===== src/rtl/asm_run_counter_if.sv =====
// ---------------------------------------------------------------------------
// asm_run_counter_if
// Purpose : groups the run-request inputs and status outputs of
//           asm_run_counter into one bundle.
// Signals : start  - run request (honoured only while idle)
//           x      - qualifying event input
//           mode   - 0 = cumulative counting, 1 = consecutive counting
//           target - terminal count (0 means 2^WIDTH)
//           count  - registered event counter
//           done   - registered completion flag
//           busy   - high whenever the FSM is not idle
//           state  - FSM state code (IDLE=00, ARMED=01, COUNT=10)
// Modports: master drives requests / reads status, slave is the counter.
// ---------------------------------------------------------------------------
interface asm_run_counter_if #(
    parameter int WIDTH = 4
);
    logic             start;
    logic             x;
    logic             mode;
    logic [WIDTH-1:0] target;
    logic [WIDTH-1:0] count;
    logic             done;
    logic             busy;
    logic [1:0]       state;

    modport master (
        output start, x, mode, target,
        input  count, done, busy, state
    );

    modport slave (
        input  start, x, mode, target,
        output count, done, busy, state
    );
endinterface


===== src/rtl/asm_run_counter.sv =====
// ---------------------------------------------------------------------------
// asm_run_counter
// Purpose : ASM-style run counter. A start accepted in IDLE latches target
//           and mode, clears the counter and arms the block. Each x=1 while
//           armed/counting increments the counter; the run completes one
//           edge after the counter equals the latched target. In
//           consecutive mode (mode=1) a gap in x clears the counter.
// Ports   : clk   - single clock, rising edge
//           reset - synchronous, active-high reset
//           bus   - asm_run_counter_if.slave (start, x, mode, target in;
//                   count, done, busy, state out)
// Config  : ASM_RUN_COUNTER_STICKY_DONE_EN
//           undefined - done is a one-cycle pulse per completion
//           defined   - done stays set until the next accepted start or
//                       reset
// ---------------------------------------------------------------------------
module asm_run_counter #(
    parameter int WIDTH = 4
) (
    input  logic            clk,
    input  logic            reset,
    asm_run_counter_if.slave bus
);

    typedef enum logic [1:0] {
        IDLE  = 2'b00,
        ARMED = 2'b01,
        COUNT = 2'b10
    } state_t;

    localparam logic [WIDTH-1:0] ONE = {{(WIDTH-1){1'b0}}, 1'b1};

    state_t           state_q, state_d;
    logic [WIDTH-1:0] count_q, count_d;
    logic [WIDTH-1:0] target_q, target_d;
    logic             mode_q, mode_d;
    logic             done_q, done_d;
    logic             z;

    // Terminal condition; only consulted in COUNT. A target of 0 is met
    // after the counter wraps from all-ones back to 0.
    assign z = (count_q == target_q);

    always_comb begin
        state_d  = state_q;
        count_d  = count_q;
        target_d = target_q;
        mode_d   = mode_q;
`ifdef ASM_RUN_COUNTER_STICKY_DONE_EN
        done_d   = done_q;
`else
        done_d   = 1'b0;
`endif
        unique case (state_q)
            IDLE: begin
                if (bus.start) begin
                    count_d  = '0;
                    target_d = bus.target;
                    mode_d   = bus.mode;
                    state_d  = ARMED;
                    done_d   = 1'b0;
                end
            end
            ARMED: begin
                if (bus.x) begin
                    count_d = count_q + ONE;
                    state_d = COUNT;
                end
            end
            COUNT: begin
                if (z) begin
                    // Completion: x is ignored and count holds.
                    state_d = IDLE;
                    done_d  = 1'b1;
                end else if (bus.x) begin
                    count_d = count_q + ONE;
                end else begin
                    // Gap in the event stream: consecutive mode restarts.
                    state_d = ARMED;
                    if (mode_q) begin
                        count_d = '0;
                    end
                end
            end
            default: begin
                state_d = IDLE;
            end
        endcase
    end

    always_ff @(posedge clk) begin
        if (reset) begin
            state_q  <= IDLE;
            count_q  <= '0;
            target_q <= '0;
            mode_q   <= 1'b0;
            done_q   <= 1'b0;
        end else begin
            state_q  <= state_d;
            count_q  <= count_d;
            target_q <= target_d;
            mode_q   <= mode_d;
            done_q   <= done_d;
        end
    end

    assign bus.count = count_q;
    assign bus.done  = done_q;
    assign bus.busy  = (state_q != IDLE);
    assign bus.state = state_q;

endmodule


===== src/flat_wrapper.sv =====
// flat-port wrapper written by rule: the top's interface ports become plain ports
module asm_run_counter_flat 
#(
    parameter int WIDTH = 4
)
  (clk, reset, bus_start, bus_x, bus_mode, bus_target, bus_count, bus_done, bus_busy, bus_state);
  asm_run_counter_if #(.WIDTH(WIDTH)) bus_i ();
  input  logic clk;
  input  logic reset;
  input wire logic [$bits(bus_i.start)-1:0] bus_start;
  input wire logic [$bits(bus_i.x)-1:0] bus_x;
  input wire logic [$bits(bus_i.mode)-1:0] bus_mode;
  input wire logic [$bits(bus_i.target)-1:0] bus_target;
  output wire logic [$bits(bus_i.count)-1:0] bus_count;
  output wire logic [$bits(bus_i.done)-1:0] bus_done;
  output wire logic [$bits(bus_i.busy)-1:0] bus_busy;
  output wire logic [$bits(bus_i.state)-1:0] bus_state;
  assign bus_i.start = bus_start;
  assign bus_i.x = bus_x;
  assign bus_i.mode = bus_mode;
  assign bus_i.target = bus_target;
  assign bus_count = bus_i.count;
  assign bus_done = bus_i.done;
  assign bus_busy = bus_i.busy;
  assign bus_state = bus_i.state;
  asm_run_counter #(.WIDTH(WIDTH)) u_core (.clk(clk), .reset(reset), .bus(bus_i));
endmodule

===== config.mk =====
export PLATFORM = sky130hd
export DESIGN_NAME = asm_run_counter_flat
export DESIGN_NICKNAME = d
export VERILOG_FILES = /design/src/rtl/asm_run_counter_if.sv /design/src/rtl/asm_run_counter.sv /design/src/flat_wrapper.sv
export SDC_FILE = /design/constraint.sdc
export NUM_CORES = 1
export LEC_CHECK = 0
export CAP_MARGIN = 40
export CELL_PAD_IN_SITES_DETAIL_PLACEMENT = 1
export CELL_PAD_IN_SITES_GLOBAL_PLACEMENT = 1
export CORE_MARGIN = 8
export CORE_UTILIZATION = 32
export DETAILED_ROUTE_END_ITERATION = 10
export PLACE_DENSITY_LB_ADDON = 0.1
export SYNTH_ARGS = -nofsm -noshare
export SYNTH_HDL_FRONTEND = slang
export SYNTH_SLANG_ARGS = --single-unit

===== constraint.sdc =====
create_clock -name clk -period 1.68 [get_ports clk]
set_input_delay 0.504 -clock clk [delete_from_list [all_inputs] [get_ports clk]]
set_output_delay 0.504 -clock clk [all_outputs]
set_load 0.01 [all_outputs]

==> results.md, run 1 <==
* Syn avg cell area at 9.071 um^2
* Yosys synthesis warning count at 0
* Die H at 63.62 um
* Max cap viols at 0
* Layout area overhead at 53.45%
* GP Congestion at 0.7692
* TritonCTS buffer count at 3
* Reg2reg end: u_core.bus.count[1]$_SDFFE_PP0P_
* Routed wire length at 1.938 mm
* Leakage power at 0.0004841 uW
* Layout Nets at 129
* DP HPWL at 1.434 mm
* Core ar. at 2170 um^2
* First-pass GRT wire length at 3.353 mm
* Congestion Overflow GR at 0
* Data required, critical path at 1.85 ns
* Die Area at 4048 um^2
* Buf/Inv on CP at 1
* Final Hold Vio Count at 0
* Status: finished, final reports clean
* Largest net degree at the start of global routing at 8
* Layout cells sized above 1 at 0.3274
* Worst-Margin Slew at 0.3630 ns
* Buffers on Ports at 16
* Delay of the slowest critical-path stage at 0.41 ns
* Antenna-violating nets left at 0
* Drc violations at 0
* Design Area, Final at 1114 um^2
* Most used DFF post-synth: dfxtp_1
* Clock latency on the worst-skew pair at 0.27 ns
* Max IR drop VDD at 611.7 uV
* Final setup viols at 0
* Fillcell total at 268
* Worst path depth at 5
* Clock sinks at 12
* Pwr dens at 1296 nW/um^2
* Number of instances in the placed design at 134
* Clk_skew at 0.0005724 ns
* Row cnt at 17
* Switch share at 0.3717
* Via density at 4.723
* Clk buf depth at 2
* H-tree levels at 1
* Post-Syn Area at 725.7 um^2
* Crit end category: flip-flop
* Sequential power share at 0.263
* GRT Overall Usage at 0.1024
* Syn nets at 95
* Most frequent cells in the layout: buf_4 (14), nand2_1 (11), dfxtp_1 (9)
* Number of flops mapped to enable cells by yosys at 0
* Number of synthesized register bits at 12
* Vias post-DR at 666
* Die outline width at 63.62 um
* Hold Crit Class: reg2reg
* IO Pins at 17
* Clock power frac at 0.161
* Delay-heaviest family, CP: compound AO/OA/AOI/OAI gates
* ANT cells at 0
* Synth async-reset ratio at 0
* Pint at 907.0 uW
* Synth area leaders: dfxtp_1 (33%), ha_1 (10%), nand2_1 (5.7%), xnor2_1 (4.8%), mux2_1 (4.7%)
* Fin crit period at 1.659 ns
* Net switching power figure at 536.6 uW
* DR WL/cell at 13.74 um
* Root Driver: clkbuf_4
* Tcrit/Tclk final at 0.9873
* Register area share after synthesis at 0.3310
* Commonest non-fill, non-tap cell in the layout: buf_4
* Kind of critical path: reg2reg
* R2R Setup Slk at 0.02 ns
* Unrepaired setup endpoints after global routing: yes
* Largest area contributor in the netlist: dfxtp_1
* Max transition margin at 0.7580
* Post-synth top area share at 0.3310
* Number of global-route vias before repair at 717
* FF-to-FF Start: u_core.bus.state[0]$_SDFFE_PP0P_
* Placed Area at 1003 um^2
* Clk slew on worst S/H paths at 0.08 ns
* Iteration-0 DRC Markers at 22
* Fmax at 0.6029 GHz
* Crit-path slowest cell: a2111oi_4
* Syn Inst Count at 80
* Hold-fix buffers, CTS at 0
* CTS tree: done
* Post-synth cell types at 29
* Initial antenna violation count at 0
* Hold Path Sink: u_core.target_q[3]$_SDFFE_PP0P_
* Tot Pwr at 1444 uW
* HP Start: u_core.target_q[3]$_SDFFE_PP0P_
* Final Non-Filler Cells at 141
* Worst-path maximum fanout at 4
* Initial DRT Pass Iterations at 2
* Data arrival, critical path at 1.82 ns
* Worst slack at placement at -0.4630 ns
* Crit path cell chain: buf_4, ha_4, a2111oi_4, o21ai_4, mux2_4
* Starting density of the core at 0.3345
* Final setup TNS at 0 ns
* Setup crit start kind: flip-flop
* Comb pwr share at 0.576
* R2R depth at 5
* Max-slew violations at 0
* Final worst setup slack at 0.02131 ns
* Hold depth at 2
worst max-delay path by stage:
| stage | start | endpoint |
|---|---|---|
| after CTS | u_core.bus.state[0]$_SDFFE_PP0P_ | bus_busy |
| after global routing | u_core.bus.state[0]$_SDFFE_PP0P_ | u_core.bus.count[1]$_SDFFE_PP0P_ |
| final | u_core.bus.state[0]$_SDFFE_PP0P_ | u_core.bus.count[1]$_SDFFE_PP0P_ |
| after floorplan | u_core.bus.state[0]$_SDFFE_PP0P_ | u_core.bus.state[0]$_SDFFE_PP0P_ |
| after detailed placement | bus_x | u_core.bus.count[1]$_SDFFE_PP0P_ |
| after global placement | bus_x | u_core.bus.count[3]$_SDFFE_PP0P_ |
through the flow:
step / hold WS [ns] / util
6_report: 0.4754 / 0.5133
3_5_place_dp: 0.4683 / 0.4625
2_1_floorplan: 0.4367 / -
3_3_place_gp: 0.4592 / 0.4625
4_1_cts: 0.4828 / 0.4902
5_1_grt: 0.5110 / 0.5133
flip-flops by register name, indices dropped and copies added (netlist names):
name	cells
u_core.mode_q	1
u_core.bus.count	4
u_core.target_q	4
u_core.bus.done	1
u_core.bus.state	2
per-layer routing:
layer | up-vias | track usage | routed length (um)
met4 | 0 | 0.02507 | 8
li1 | 350 | - | -
met2 | 14 | 0.1749 | 950
met5 | - | 0 | 0
met1 | 300 | 0.1103 | 840
met3 | 2 | 0.04947 | 138
final cells by class:
class                           instances  area (um^2)  share of cell area
Tap cell                               28        35.03             0.03146
Timing Repair Buffer                   31        261.5              0.2348
Clock buffer                            4        36.28             0.03258
Sequential cell                        12        249.0              0.2236
Inverter                                5        23.77             0.02135
Multi-Input combinational cell         61        508.0              0.4562
logic make-up after synthesis:
group,after synthesis,share of synthesized area
and+or+nand+nor,33,0.2380
AOI/OAI and AO/OA,13,0.1604
DFF,12,0.3310
buffers and inverters,7,0.04655
adders and majority gates,6,0.1034
xor gates and xnor gates,5,0.06034
muxes,4,0.06034
Yosys cell counts (2+ instances only):
cell type and instances:
dfxtp_1 12, mux2_1 3, a21oi_1 6, nor2_1 2, xnor2_1 4, ha_1 6, inv_1 5, nor3_1 3
nand3_1 6, nand2_1 11, nor2b_1 4
worst register-to-register path, cell delays in order (launching register included):
cell and delay, ns:
dfxtp_4 0.36, buf_4 0.15, ha_4 0.16, a2111oi_4 0.41, o21ai_4 0.15, mux2_4 0.32
timing repair:
item	in CTS	in global routing
setup endpoints to repair	12	5
buffers inserted	1	2
pin swaps	2	3
cloned	0	0
gates resized for setup	18	9
power by group through the flow:
stage / registers (uW) / logic (uW) / clock network, uW
6_report: 379 / 832 / 232
5_1_grt: 385 / 914 / 252
4_1_cts: 372 / 736 / 245
3_5_place_dp: 376 / 693 / 0
3_3_place_gp: 374 / 688 / 0
2_1_floorplan: 396 / 408 / 0
No activity file was read; power rests on OpenSTA's default activity.
==> run 2: changes to the inputs <==
- CORE_UTILIZATION: 32 -> 35
- RECOVER_POWER: unset -> 50
- clock period: 1.68 -> 1.6 ns (I/O delays scaled with it)
==> run 2 against run 1 <==
  * The flow now finishes with violations (setup timing)
  * Sequential share of layout area about the same
  * Sequential cell count unchanged
  * Register-to-register slack worse by 0.10 ns
  * Clock skew about the same
  * Non-clock buffer count up 2
  * First-iteration DRC count down 23%
  * Critical endpoint unchanged
  * Highest routed layer unchanged
==> results.md, run 2 (synthesized netlist as in run 1, its figures left out) <==
* Status: finished with violations (was finished, final reports clean)
* Failing checks: setup timing
* Data required, critical path at 1.77 ns (was 1.85 ns)
* Wire length on met3 at 125 um (was 138 um)
* DR WL/cell at 15.37 um (was 13.74 um)
* Row cnt at 16 (was 17)
* Number of global-route vias before repair at 742 (was 717)
* R2R Setup Slk at -0.08 ns (was 0.02 ns)
* Top layer in use: met4 (unchanged)
* HP Start: u_core.mode_q$_SDFFE_PP0P_ (was u_core.target_q[3]$_SDFFE_PP0P_)
* Congestion Overflow GR at 0 (unchanged)
* Die Area at 3787 um^2 (was 4048 um^2)
* Clk_skew at 0.0006742 ns (was 0.0005724 ns)
* Clock latency on the worst-skew pair at 0.28 ns (was 0.27 ns)
* ANT cells at 0 (unchanged)
* Number of instances in the placed design at 136 (was 134)
* Max-slew violations at 0 (unchanged)
* Final Hold Vio Count at 0 (unchanged)
* Layout area overhead at 54.14% (was 53.45%)
* Delay-heaviest family, CP: compound AO/OA/AOI/OAI gates (unchanged)
* Root Driver: clkbuf_4 (unchanged)
* Pint at 934.2 uW (was 907.0 uW)
* Hold-fix buffers, CTS at 0 (unchanged)
* Layout Nets at 131 (was 129)
* Delay of the slowest critical-path stage at 0.40 ns (was 0.41 ns)
* Layout cells sized above 1 at 0.3478 (was 0.3274)
* Max cap viols at 0 (unchanged)
* Worst-path maximum fanout at 4 (unchanged)
* CTS tree: done (unchanged)
* Crit end category: flip-flop (unchanged)
* Fin crit period at 1.678 ns (was 1.659 ns)
* DP HPWL at 1.651 mm (was 1.434 mm)
* Fillcell total at 245 (was 268)
* Final setup viols at 4 (was 0)
* Starting density of the core at 0.3699 (was 0.3345)
* First-pass GRT wire length at 3.719 mm (was 3.353 mm)
* Vias post-DR at 691 (was 666)
* Initial antenna violation count at 0 (unchanged)
* Data arrival, critical path at 1.85 ns (was 1.82 ns)
* Clk slew on worst S/H paths at 0.08 ns (about the same)
* Post-layout util at 0.5702 (was 0.5133)
* Drc violations at 0 (unchanged)
* Final worst setup slack at -0.07844 ns (was 0.02131 ns)
* GP Congestion at 0.7754 (was 0.7692)
* R2R depth at 6 (was 5)
* Core ar. at 1962 um^2 (was 2170 um^2)
* Sequential power share at 0.270 (was 0.263)
* IO Pins at 17 (unchanged)
* Pwr dens at 1349 nW/um^2 (was 1296 nW/um^2)
* Leakage power at 0.0004983 uW (was 0.0004841 uW)
* Antenna-violating nets left at 0 (unchanged)
* Net switching power figure at 574.9 uW (was 536.6 uW)
* Max IR drop VDD at 702.0 uV (was 611.7 uV)
* Tcrit/Tclk final at 1.049 (was 0.9873)
* Die H at 61.54 um (was 63.62 um)
* Hold Path Sink: u_core.mode_q$_SDFFE_PP0P_ (was u_core.target_q[3]$_SDFFE_PP0P_)
* Design Area, Final at 1119 um^2 (was 1114 um^2)
* Iteration-0 DRC Markers at 17 (was 22)
* Kind of critical path: reg2reg (unchanged)
* M1 WL at 1.019 mm (was 840 um)
* Area of the multi-input gates at 505.5 um^2 (was 508.0 um^2)
* Routed wire length at 2.182 mm (was 1.938 mm)
* Die outline width at 61.54 um (was 63.62 um)
* Largest net degree at the start of global routing at 8 (unchanged)
* Commonest non-fill, non-tap cell in the layout: buf_4 (unchanged)
* Buffers on Ports at 16 (unchanged)
* Clock power frac at 0.169 (was 0.161)
* Max transition margin at 0.7695 (was 0.7580)
* Met2 WL post-DR at 982 um (was 950 um)
* Worst-Margin Slew at 0.3457 ns (was 0.3630 ns)
* H-tree levels at 1 (unchanged)
* Comb pwr share at 0.560 (was 0.576)
* Fmax at 0.5958 GHz (was 0.6029 GHz)
* Final Non-Filler Cells at 142 (was 141)
* Buf/Inv on CP at 1 (unchanged)
* Clk buf depth at 2 (unchanged)
* Most frequent cells in the layout: buf_4 (16), nand2_1 (11), dlygate4sd2_1 (8), dfxtp_1 (8) (was buf_4 (14), nand2_1 (11), dfxtp_1 (9))
* Final setup TNS at -0.2315 ns (was 0 ns)
* Hold depth at 2 (unchanged)
* FF-to-FF Start: u_core.bus.state[1]$_SDFFE_PP0P_ (was u_core.bus.state[0]$_SDFFE_PP0P_)
* Clock sinks at 12 (unchanged)
* Placed Area at 1050 um^2 (was 1003 um^2)
* Reg2reg end: u_core.bus.count[1]$_SDFFE_PP0P_ (unchanged)
* Switch share at 0.3810 (was 0.3717)
* Register area at 250.2 um^2 (was 249.0 um^2)
* Via density at 4.866 (was 4.723)
* Worst slack at placement at -0.5698 ns (was -0.4630 ns)
* Crit-path slowest cell: a2111oi_4 (unchanged)
* TritonCTS buffer count at 3 (unchanged)
* Unrepaired setup endpoints after global routing: yes (unchanged)
* Setup crit start kind: flip-flop (unchanged)
* Crit path cell chain: inv_4, ha_4, nor2b_4, a2111oi_4, o21ai_4, mux2_4 (was buf_4, ha_4, a2111oi_4, o21ai_4, mux2_4)
* Hold Crit Class: reg2reg (unchanged)
* Initial DRT Pass Iterations at 4 (was 2)
* GRT Overall Usage at 0.1369 (was 0.1024)
==> run 2: layout make-up <==
| class | count | area share |
|---|---|---|
| sequential | 12 | 0.2237 |
| tap | 27 | 0.03020 |
| inverter | 5 | 0.02125 |
| clock buffer | 4 | 0.03244 |
| multi-input combinational | 61 | 0.4519 |
| timing repair buffer | 33 | 0.2405 |
==> run 2: what timing repair did <==
item / in CTS / in global routing
pin swaps: 2 / 2
cloned: 0 / 0
resized for setup: 18 / 6
endpoints found under the setup margin: 14 / 7
setup buffers: 1 / 1
==> run 2: worst max path at each step <==
stage                                     startpoint                               end  cells after the start
floorplan           u_core.bus.state[0]$_SDFFE_PP0P_  u_core.bus.state[0]$_SDFFE_PP0P_                      7
global placement                               bus_x  u_core.bus.count[3]$_SDFFE_PP0P_                      5
detailed placement                             bus_x  u_core.bus.count[3]$_SDFFE_PP0P_                      5
CTS                 u_core.bus.state[0]$_SDFFE_PP0P_  u_core.bus.count[1]$_SDFFE_PP0P_                      6
global route        u_core.bus.state[1]$_SDFFE_PP0P_  u_core.bus.count[1]$_SDFFE_PP0P_                      6
finish              u_core.bus.state[1]$_SDFFE_PP0P_  u_core.bus.count[1]$_SDFFE_PP0P_                      6
==> run 2: worst min-delay path: stages (launching register included) <==
cell	delay (ns)
dfxtp_1	0.32
nand2_1	0.05
a21oi_1	0.05
==> run 2: routing by layer <==
| metal | global-route usage | vias up |
|---|---|---|
| met5 | 0 | - |
| met4 | 0.08766 | 0 |
| met3 | 0.03967 | 5 |
| met2 | 0.2068 | 16 |
| met1 | 0.1643 | 321 |
| li1 | - | 349 |
==> run 2: power groups by stage <==
stage / clock network (uW) / registers, uW / logic (uW)
4_1_cts: 261 / 405 / 825
6_report: 256 / 408 / 845
2_1_floorplan: 0 / 423 / 463
3_3_place_gp: 0 / 412 / 787
3_5_place_dp: 0 / 414 / 807
5_1_grt: 277 / 416 / 924
==> run 2: through the flow <==
step / power [uW] / hold WS [ns]
3_5_place_dp: 1221 / 0.4612
2_1_floorplan: 885.2 / 0.4367
6_report: 1509 / 0.4691
5_1_grt: 1617 / 0.4953
3_3_place_gp: 1199 / 0.4550
4_1_cts: 1492 / 0.4735
